**src/rtl/serpario_if.sv**
```systemverilog
// CPU-side register bus of the serpario expander controller.
// Carries the output write strobe/data and the captured input/status back.
// master = CPU/register block, slave = serpario_ctrl.
interface serpario_if #(
   parameter int OUT_WIDTH = 8,
   parameter int IN_WIDTH  = 8
) ();
   logic [OUT_WIDTH-1:0] out_data_i;
   logic                 out_wr_i;
   logic [IN_WIDTH-1:0]  in_data_o;
   logic                 busy_o;
   logic                 done_o;
   logic                 irq_o;

   modport master (
      output out_data_i, out_wr_i,
      input  in_data_o, busy_o, done_o, irq_o
   );

   modport slave (
      input  out_data_i, out_wr_i,
      output in_data_o, busy_o, done_o, irq_o
   );
endinterface

```
**src/rtl/serpario_ctrl.sv**
```systemverilog
// Serial/parallel expander controller: one burst shifts a 595 output chain and reads a 165 input chain.
// Transfer is CLK_DIV*(2*NBITS+2)+1 cycles from start decision to DONE; all pin/status outputs registered.
// Writes during a transfer are posted one deep (latest wins); no backpressure to the CPU.
module serpario_ctrl #(
   parameter int OUT_WIDTH      = 8,
   parameter int IN_WIDTH       = 8,
   parameter int CLK_DIV        = 4,
   parameter int AUTO_REFRESH   = 1,
   parameter int REFRESH_CYCLES = 50000
) (
   input  logic       clk_i,
   input  logic       reset,
   serpario_if.slave  bus,
   output logic       ser_out_o,
   input  logic       ser_in_i,
   output logic       sh_clk_o,
   output logic       store_o,
   output logic       load_n_o,
   output logic       out_en_o
);
   localparam int NBITS = (OUT_WIDTH > IN_WIDTH) ? OUT_WIDTH : IN_WIDTH;
   localparam int DIV_W = (CLK_DIV > 1) ? $clog2(CLK_DIV) : 1;
   localparam int BIT_W = (NBITS > 1) ? $clog2(NBITS) : 1;
   localparam int REF_W = (REFRESH_CYCLES > 1) ? $clog2(REFRESH_CYCLES) : 1;

   localparam logic [DIV_W-1:0] DIV_LAST = DIV_W'(CLK_DIV - 1);
   localparam logic [BIT_W-1:0] BIT_LAST = BIT_W'(NBITS - 1);
   localparam logic [BIT_W:0]   IN_CNT   = (BIT_W + 1)'(IN_WIDTH);
   localparam logic [REF_W-1:0] REF_LAST = REF_W'(REFRESH_CYCLES - 1);

   localparam logic [2:0] ST_IDLE  = 3'd0;
   localparam logic [2:0] ST_LOAD  = 3'd1;
   localparam logic [2:0] ST_SHIFT = 3'd2;
   localparam logic [2:0] ST_STORE = 3'd3;
   localparam logic [2:0] ST_DONE  = 3'd4;

   logic [2:0]           state_q,    state_d;
   logic [DIV_W-1:0]     div_q,      div_d;
   logic [BIT_W-1:0]     bit_q,      bit_d;
   logic                 phase_q,    phase_d;     // 0: SH_CLK low half, 1: high half
   logic [REF_W-1:0]     refr_q,     refr_d;
   logic [OUT_WIDTH-1:0] shadow_q,   shadow_d;
   logic                 pend_vld_q, pend_vld_d;
   logic [OUT_WIDTH-1:0] pend_q,     pend_d;
   logic [IN_WIDTH-1:0]  in_sh_q,    in_sh_d;
   logic [IN_WIDTH-1:0]  in_data_q,  in_data_d;
   logic                 busy_q,     busy_d;
   logic                 done_q,     done_d;
   logic                 irq_q,      irq_d;
   logic                 ser_out_q,  ser_out_d;
   logic                 sh_clk_q,   sh_clk_d;
   logic                 store_q,    store_d;
   logic                 load_n_q,   load_n_d;
   logic                 out_en_q,   out_en_d;

   logic                 start;
   logic [NBITS-1:0]     out_seq;

   // Next-state, counters, shadow/pending bookkeeping and registered output decode
   always_comb begin
      state_d    = state_q;
      div_d      = div_q;
      bit_d      = bit_q;
      phase_d    = phase_q;
      refr_d     = refr_q;
      shadow_d   = shadow_q;
      pend_vld_d = pend_vld_q;
      pend_d     = pend_q;
      in_sh_d    = in_sh_q;
      in_data_d  = in_data_q;
      out_en_d   = out_en_q;
      irq_d      = 1'b0;
      start      = 1'b0;

      case (state_q)
         ST_IDLE: begin
            // A fresh write beats a posted one; either beats a plain refresh.
            if (bus.out_wr_i) begin
               shadow_d   = bus.out_data_i;
               pend_vld_d = 1'b0;
               start      = 1'b1;
            end else if (pend_vld_q) begin
               shadow_d   = pend_q;
               pend_vld_d = 1'b0;
               start      = 1'b1;
            end else if ((AUTO_REFRESH != 0) && (refr_q == REF_LAST)) begin
               start = 1'b1;
            end
            if (start) begin
               state_d = ST_LOAD;
               div_d   = '0;
               refr_d  = '0;
            end else if (refr_q != REF_LAST) begin
               refr_d = refr_q + 1'b1;
            end
         end
         ST_LOAD: begin
            if (div_q == DIV_LAST) begin
               state_d = ST_SHIFT;
               div_d   = '0;
               bit_d   = '0;
               phase_d = 1'b0;
            end else begin
               div_d = div_q + 1'b1;
            end
         end
         ST_SHIFT: begin
            // Input bit is taken just before SH_CLK rises; only the first IN_WIDTH are kept.
            if (!phase_q && (div_q == DIV_LAST) && ({1'b0, bit_q} < IN_CNT)) begin
               in_sh_d = (in_sh_q << 1) | IN_WIDTH'(ser_in_i);
            end
            if (div_q == DIV_LAST) begin
               div_d = '0;
               if (!phase_q) begin
                  phase_d = 1'b1;
               end else begin
                  phase_d = 1'b0;
                  if (bit_q == BIT_LAST) begin
                     state_d = ST_STORE;
                  end else begin
                     bit_d = bit_q + 1'b1;
                  end
               end
            end else begin
               div_d = div_q + 1'b1;
            end
         end
         ST_STORE: begin
            if (div_q == DIV_LAST) begin
               state_d = ST_DONE;
               div_d   = '0;
            end else begin
               div_d = div_q + 1'b1;
            end
         end
         ST_DONE: begin
            state_d = ST_IDLE;
         end
         default: begin
            state_d = ST_IDLE;
         end
      endcase

      // Writes arriving outside IDLE are posted; a newer one overwrites.
      if (bus.out_wr_i && (state_q != ST_IDLE)) begin
         pend_d     = bus.out_data_i;
         pend_vld_d = 1'b1;
      end

      // Leading zeros pad a short output chain so the shadow lands at the far end.
      out_seq = NBITS'(shadow_d);

      busy_d    = (state_d != ST_IDLE);
      done_d    = (state_d == ST_DONE);
      load_n_d  = (state_d != ST_LOAD);
      store_d   = (state_d == ST_STORE);
      sh_clk_d  = (state_d == ST_SHIFT) && phase_d;
      ser_out_d = (state_d == ST_SHIFT) ? out_seq[BIT_LAST - bit_d] : 1'b0;

      if (state_d == ST_DONE) begin
         in_data_d = in_sh_q;
         irq_d     = (in_sh_q != in_data_q);
         out_en_d  = 1'b0;
      end
   end

   // State and output registers with synchronous reset (aborts any transfer)
   always_ff @(posedge clk_i) begin
      if (reset) begin
         state_q    <= ST_IDLE;
         div_q      <= '0;
         bit_q      <= '0;
         phase_q    <= 1'b0;
         refr_q     <= '0;
         shadow_q   <= '0;
         pend_vld_q <= 1'b0;
         pend_q     <= '0;
         in_sh_q    <= '0;
         in_data_q  <= '0;
         busy_q     <= 1'b0;
         done_q     <= 1'b0;
         irq_q      <= 1'b0;
         ser_out_q  <= 1'b0;
         sh_clk_q   <= 1'b0;
         store_q    <= 1'b0;
         load_n_q   <= 1'b1;
         out_en_q   <= 1'b1;
      end else begin
         state_q    <= state_d;
         div_q      <= div_d;
         bit_q      <= bit_d;
         phase_q    <= phase_d;
         refr_q     <= refr_d;
         shadow_q   <= shadow_d;
         pend_vld_q <= pend_vld_d;
         pend_q     <= pend_d;
         in_sh_q    <= in_sh_d;
         in_data_q  <= in_data_d;
         busy_q     <= busy_d;
         done_q     <= done_d;
         irq_q      <= irq_d;
         ser_out_q  <= ser_out_d;
         sh_clk_q   <= sh_clk_d;
         store_q    <= store_d;
         load_n_q   <= load_n_d;
         out_en_q   <= out_en_d;
      end
   end

   assign bus.in_data_o = in_data_q;
   assign bus.busy_o    = busy_q;
   assign bus.done_o    = done_q;
   assign bus.irq_o     = irq_q;
   assign ser_out_o     = ser_out_q;
   assign sh_clk_o      = sh_clk_q;
   assign store_o       = store_q;
   assign load_n_o      = load_n_q;
   assign out_en_o      = out_en_q;
endmodule

```
**src/flat_wrapper.sv**
```systemverilog
// flat-port wrapper written by rule: the top's interface ports become plain ports
module serpario_ctrl_flat 
#(
   parameter int OUT_WIDTH      = 8,
   parameter int IN_WIDTH       = 8,
   parameter int CLK_DIV        = 4,
   parameter int AUTO_REFRESH   = 1,
   parameter int REFRESH_CYCLES = 50000
)
  (clk_i, reset, ser_out_o, ser_in_i, sh_clk_o, store_o, load_n_o, out_en_o, bus_out_data_i, bus_out_wr_i, bus_in_data_o, bus_busy_o, bus_done_o, bus_irq_o);
  serpario_if #(.OUT_WIDTH(OUT_WIDTH), .IN_WIDTH(IN_WIDTH)) bus_i ();
  input  logic clk_i;
  input  logic reset;
  output logic ser_out_o;
  input  logic ser_in_i;
  output logic sh_clk_o;
  output logic store_o;
  output logic load_n_o;
  output logic out_en_o;
  input wire logic [$bits(bus_i.out_data_i)-1:0] bus_out_data_i;
  input wire logic [$bits(bus_i.out_wr_i)-1:0] bus_out_wr_i;
  output wire logic [$bits(bus_i.in_data_o)-1:0] bus_in_data_o;
  output wire logic [$bits(bus_i.busy_o)-1:0] bus_busy_o;
  output wire logic [$bits(bus_i.done_o)-1:0] bus_done_o;
  output wire logic [$bits(bus_i.irq_o)-1:0] bus_irq_o;
  assign bus_i.out_data_i = bus_out_data_i;
  assign bus_i.out_wr_i = bus_out_wr_i;
  assign bus_in_data_o = bus_i.in_data_o;
  assign bus_busy_o = bus_i.busy_o;
  assign bus_done_o = bus_i.done_o;
  assign bus_irq_o = bus_i.irq_o;
  serpario_ctrl #(.OUT_WIDTH(OUT_WIDTH), .IN_WIDTH(IN_WIDTH), .CLK_DIV(CLK_DIV), .AUTO_REFRESH(AUTO_REFRESH), .REFRESH_CYCLES(REFRESH_CYCLES)) u_core (.clk_i(clk_i), .reset(reset), .bus(bus_i), .ser_out_o(ser_out_o), .ser_in_i(ser_in_i), .sh_clk_o(sh_clk_o), .store_o(store_o), .load_n_o(load_n_o), .out_en_o(out_en_o));
endmodule
```
**config.mk**
```make
export PLATFORM = sky130hd
export DESIGN_NAME = serpario_ctrl_flat
export DESIGN_NICKNAME = d
export VERILOG_FILES = /design/src/rtl/serpario_if.sv /design/src/rtl/serpario_ctrl.sv /design/src/flat_wrapper.sv
export SDC_FILE = /design/constraint.sdc
export NUM_CORES = 1
export LEC_CHECK = 0
export BUFFER_PORTS_ARGS = -buffer_cell sky130_fd_sc_hd__buf_2
export CORE_MARGIN = 1
export CORE_UTILIZATION = 50
export DETAILED_ROUTE_END_ITERATION = 7
export PLACE_DENSITY_LB_ADDON = 0.2
export SYNTH_ARGS = -nofsm -noshare
export SYNTH_HDL_FRONTEND = slang
export SYNTH_SLANG_ARGS = --single-unit
export TNS_END_PERCENT = 1
```
**constraint.sdc**
```tcl
create_clock -name clk_i -period 2.1 [get_ports clk_i]
set_input_delay 0.21 -clock clk_i [delete_from_list [all_inputs] [get_ports clk_i]]
set_output_delay 0.21 -clock clk_i [all_outputs]
set_load 0.02 [all_outputs]
```
Yosys cells after proc, flatten, opt, wreduce, memory -nomap -nowiden --
Index checks and enable logic that the tools add are counted. W data, S select, Z words.
Operators by class: add/sub/neg operators 4, eq/ne operators 13, order comparisons 1, multiplexer cells 32, bitwise gates (word level) 3, reduce and logical (&&, ||, !) cells 16
Operators by type and width (count):
- $mux W16 | 2
- $mux W3 | 10
- $mux W8 | 3
- $add A16 B1 Y16 const B | 1
- $eq A16 B16 Y1 const B | 1
- $ne A16 B16 Y1 const B | 1
- $eq A3 B2 Y1 const B | 4
- $pmux W3 S4 | 1
- $mux W1 | 10
- $ne A8 B8 Y1 | 1
- $or A8 B1 Y8 | 1
- $eq A3 B3 Y1 const B | 2
- $pmux W3 S2 | 1
- $reduce_and A2 Y1 | 3
- $reduce_bool A2 Y1 | 3
- $reduce_bool A3 Y1 | 2
- $lt A3 B4 Y1 const B | 1
- $mux W2 | 2
- $pmux W2 S2 | 1
- $reduce_or A2 Y1 | 2
- $add A3 B1 Y3 const B | 1
- $bmux W1 S3 | 1
- $eq A3 B1 Y1 const B | 1
- $logic_and A1 B1 Y1 | 3
- other kinds (10) | 11
Word-level totals: flip-flop bits (word level) 66, word-level logic and storage cells 87, output and inout port bits 16, bits of input ports 12

Depth between registers and ports, before layout --
word-level depth 10, mapped depth 8, depth with buffers taken out 8

Worst setup path after synthesis --
Ideal clock, no wire load.
path type reg-to-reg, from reg u_core.div_q[0], to reg u_core.ser_out_q, in the netlist u_core.ser_out_o, setup slack 0.025 ns, required time 1.997 ns, arrival 1.972 ns, library setup time 0.103 ns, stages on the path, launching flop included 8, path buffers 0, cell sequence dfxtp_1 ha_1 and2_0 nand3_4 mux2_4 mux2_2 o21ai_1 a2111oi_2
Between the ends: word-level cells in the longest chain between the ends 6, elaborated cells on any way between the ends 14
Ends and longest elaborated chain:
- from (decl) | line serpario_ctrl.sv:38 | logic [DIV_W-1:0] div_q, div_d;
- from (signal assigned) | line serpario_ctrl.sv:190 | div_q <= div_d;
- $eq A2 B2 Y1 * | line serpario_ctrl.sv:98, serpario_ctrl.sv:112, serpario_ctrl.sv:129
- $mux W3, on equally long branches | line serpario_ctrl.sv:112, serpario_ctrl.sv:98, serpario_ctrl.sv:129
- $pmux W3 S2 / $pmux W3 S4 (equally long branches) | line serpario_ctrl.sv:75 | case (state_q)
- $sub A3 B3 Y3 / $eq A3 B2 Y1 (equally long branches) | line serpario_ctrl.sv:158 | ser_out_d = (state_d == ST_SHIFT) ? out_seq[BIT_LAST - bit_d] : 1'b0;
- $bmux W1 S3 / $not A1 Y1 (equally long branches)
- $mux W1 (not written as such) / $reduce_or A2 Y1 (equally long branches)
- to (signal assigned) | line serpario_ctrl.sv:202 | ser_out_q <= ser_out_d;
- to (decl) | line serpario_ctrl.sv:50 | logic ser_out_q, ser_out_d;
Every way passes the cells marked *; elsewhere a longest branch is shown, timed or not. The select of a mux whose other input is x is not followed. A chain may end at the register's enable or synchronous reset.

Worst setup path in the final report --
from reg u_core.state_q[2], to reg u_core.ser_out_q, in the netlist u_core.ser_out_o
Between the ends: word-level cells in the longest chain between the ends 7, elaborated cells on any way between the ends 19
Ends and longest elaborated chain:
- from (decl) | line serpario_ctrl.sv:37 | logic [2:0] state_q, state_d;
- from (signal assigned) | line serpario_ctrl.sv:189 | state_q <= state_d;
- parallel branches: the longest is 7 deep, another holds $sub A3 B3 Y3
Several ways; the timed one is not identified. The select of a mux whose other input is x is not followed.

==> impl_metrics.yaml <==
finish:
  layoutNonFillerInstCount: 455
  syn2layout_area_growth_pct: 14.85
  fin_area_um2: 3406
  n_fill_cell: 512
  fin_nets: 395
  fin_util: 0.6073
  drive_gt1_frac: 0.1984
  antenna_cells: 0
status:
  status: "finished, final reports clean"
run:
  maxCapViolations: 0
clocking:
  clock_sinks: 66
  cts_buffer_depth: 2
  worstSkewPairLatency_ps: 340
  cts_setup_buffers: 0
  root_buffer: "clkbuf_8"
  cts_resized: 0
  path_clk_slew_ps: 70
  postCtsHoldBufs: 0
  cts_made_buffers: 9
  htreeDepth: 3
  cts_tree: "yes"
worst_setup_path:
  end_kind: "flop"
  crit_type: "reg -> reg"
  worstPathArrival_ps: 2220
  crit_required_ps: 2320
  crit_fanout: 10
  worstSetupStartpointType: "flop"
pwr:
  p_leak_nw: 1.392
  pwr_density_cell_nw_per_um2: 757.2
  irDropWorstVdd_v: 0.0003879
  p_total_w: 0.002579
yosys:
  synth.cell_area_um2: 2965
  synth_nets: 362
  synth-simple-area-share: 0.2595
  synthFlopType: "dfxtp_1"
  synth_cells: 345
  ys_warn_count: 0
  async_flop_share: 0
  synth_fa_ha_area_frac: 0.02447
  synth_xor_area_frac: 0.07089
  synth_cell_types: 45
  synth_compound_area_frac: 0.08565
  ys_ff_latch: 66
  synth_top_family_by_area: "simple AND/OR/NAND/NOR gates"
  synth_edf_count: 0
  muxShareOfSynthArea: 0.07975
  ys_seq_area_frac: 0.4456
  avgSynthCellArea_um2: 8.595
die:
  ios: 28
  die_w_um: 79.01
  start_util: 0.5288
  dieArea_um2: 6243
  core.rowCount: 27
  coreArea_um2: 5608
  die_h_um: 79.01
placement:
  portBuffers: 27
  dpl.cell_count: 439
  dpl_cell_area_um2: 3198
  gp_congestion: 0.7605
  dpl.hpwl_um: 4003
routing:
  dr.pass1.iters: 4
  ant_nets: 0
  vias: 2368
  drt_iter0_drc: 99
  drt-total-wl_um: 5769
  drc: 0
  wl_per_cell_um: 12.68
  drt-vias-per-instance: 5.204
timing:
  slew_headroom: 0.7041
  rsz0062_at_grt: "no"
  fin_setup_tns_ps: 0
  fin_crit_ps: 2001
  skew_ps: 8.619
  period_share: 0.9530
  setup_viol: 0
  worst_slew_pin_slew_ps: 442.8
  fmax_mhz: 499.7
  drv_slew: 0
  hold_viol: 0
grt:
  first_global_vias: 2090
  grt_max_degree: 34
  grt_pass1_wl_um: 9770
  gr-usage-all-layers: 0.2032
  grt_overflow: 0
  grt_antenna_before_repair: 0
hold_path:
  hold_path.class: "in -> reg"
==> cell usage in the layout (no fill, tap or decap), drive strengths merged, types with 2 or more instances in the layout <==
cell type,netlist,layout
dfxtp,66,66
xnor2,8,8
or2,2,2
nor4,2,2
xor2,16,16
inv,5,5
mux2,10,10
clkbuf,11,12
nor3,11,11
o21ai,4,4
a21oi,34,34
a21o,2,2
mux2i,12,12
nor2,49,49
and3,4,4
nand4,6,6
nor4b,2,2
buf,6,39
and2,5,5
nor3b,2,2
or3,2,2
nand2,58,58
ha,5,5
clkinvlp,0,2
nand3,13,13
==> routing by layer <==
layer,track usage,share of wire,vias to the layer above
met5,0,0,-
met4,0.09818,0.018,0
met3,0.04368,0.030,9
met2,0.3121,0.46,31
met1,0.2698,0.49,1096
li1,-,-,1232
==> synth_stat cells (2+ instances only) <==
library cell  number  area, um^2
xnor2_1            8       70.07
nor4_1             2       12.51
nand2_1           58       217.7
clkbuf_1          11       41.29
buf_6              2       22.52
a21o_1             2       15.01
nor2_1            48       180.2
a21oi_1           34       170.2
xor2_1            16       140.1
dfxtp_1           66        1321
nor4b_1            2       17.52
and2_1             2       12.51
o21ai_0            3       15.01
and3_2             2       15.01
mux2i_1           12       120.1
nor3_1            10       50.05
or3_1              2       12.51
or2_2              2       12.51
mux2_2             9       101.4
and3_1             2       12.51
nand3_1           12       60.06
and2_2             2       15.01
buf_2              3       15.01
inv_1              5       18.77
nand4_1            6       37.54
ha_1               5       62.56
==> path summary, 6_finish.rpt <==
check	startpoint	end	slack, ps	cells after the start
max reg2reg	u_core.state_q[2]	u_core.ser_out_o	100	6
max	u_core.state_q[2]	u_core.ser_out_o	100	6
min	ser_in_i	u_core.in_sh_q[0]	130	3
min reg2reg	u_core.out_en_o	u_core.out_en_o	450	1
==> report_power, final <==
group | leakage, nW | internal, W | total, W | switching [W]
Combinational | 0.759 | 0.0000800 | 0.000201 | 0.000121
Sequential | 0.535 | 0.00128 | 0.00130 | 0.0000159
Clock | 0.0986 | 0.000611 | 0.00108 | 0.000468
Total | 1.39 | 0.00197 | 0.00258 | 0.000605
==> critical path, stage by stage (launching register included) <==
cell	delay (ps)
dfxtp_1	390
or3_1	430
nor2_8	250
mux2i_1	270
mux2i_1	110
o311ai_0	370
a2111oi_2	60
==> metrics by stage <==
| step | hold slack (ps) | setup WS, ps |
|---|---|---|
| after floorplan | 346.0 | 25.01 |
| after CTS | 118.6 | 52.77 |
| after detailed placement | 434.3 | 70.78 |
| after global placement | 429.9 | 132.4 |
| after global routing | 120.8 | 18.79 |
| final | 126.7 | 98.80 |
==> state kept, by name, indices dropped and copies added, names as in the netlist, 2 cells and up <==
register              cells
u_core.bit_q              3
u_core.bus.in_data_o      8
u_core.div_q              2
u_core.in_sh_q            8
u_core.pend_q             8
u_core.refr_q            16
u_core.shadow_q           8
u_core.state_q            3
==> final cells by class <==
type | instances | area, um^2 | area share
clock buffers | 12 | 155.1 | 0.04555
clock inverters | 4 | 50.05 | 0.01470
inverters | 5 | 18.77 | 0.005511
multi-input cells | 257 | 1545 | 0.4537
flip-flops and latches | 66 | 1321 | 0.3880
well taps | 72 | 90.09 | 0.02645
repair buffers | 39 | 225.2 | 0.06613
==> kinds of logic after synthesis <==
logic type,Yosys count
and+or+nand+nor,160
DFF,66
AOI/OAI and AO/OA,45
xor gates and xnor gates,24
buffers and inverters,22
muxes,22
adders and majority gates,6
No activity file was read; power rests on OpenSTA's default activity.
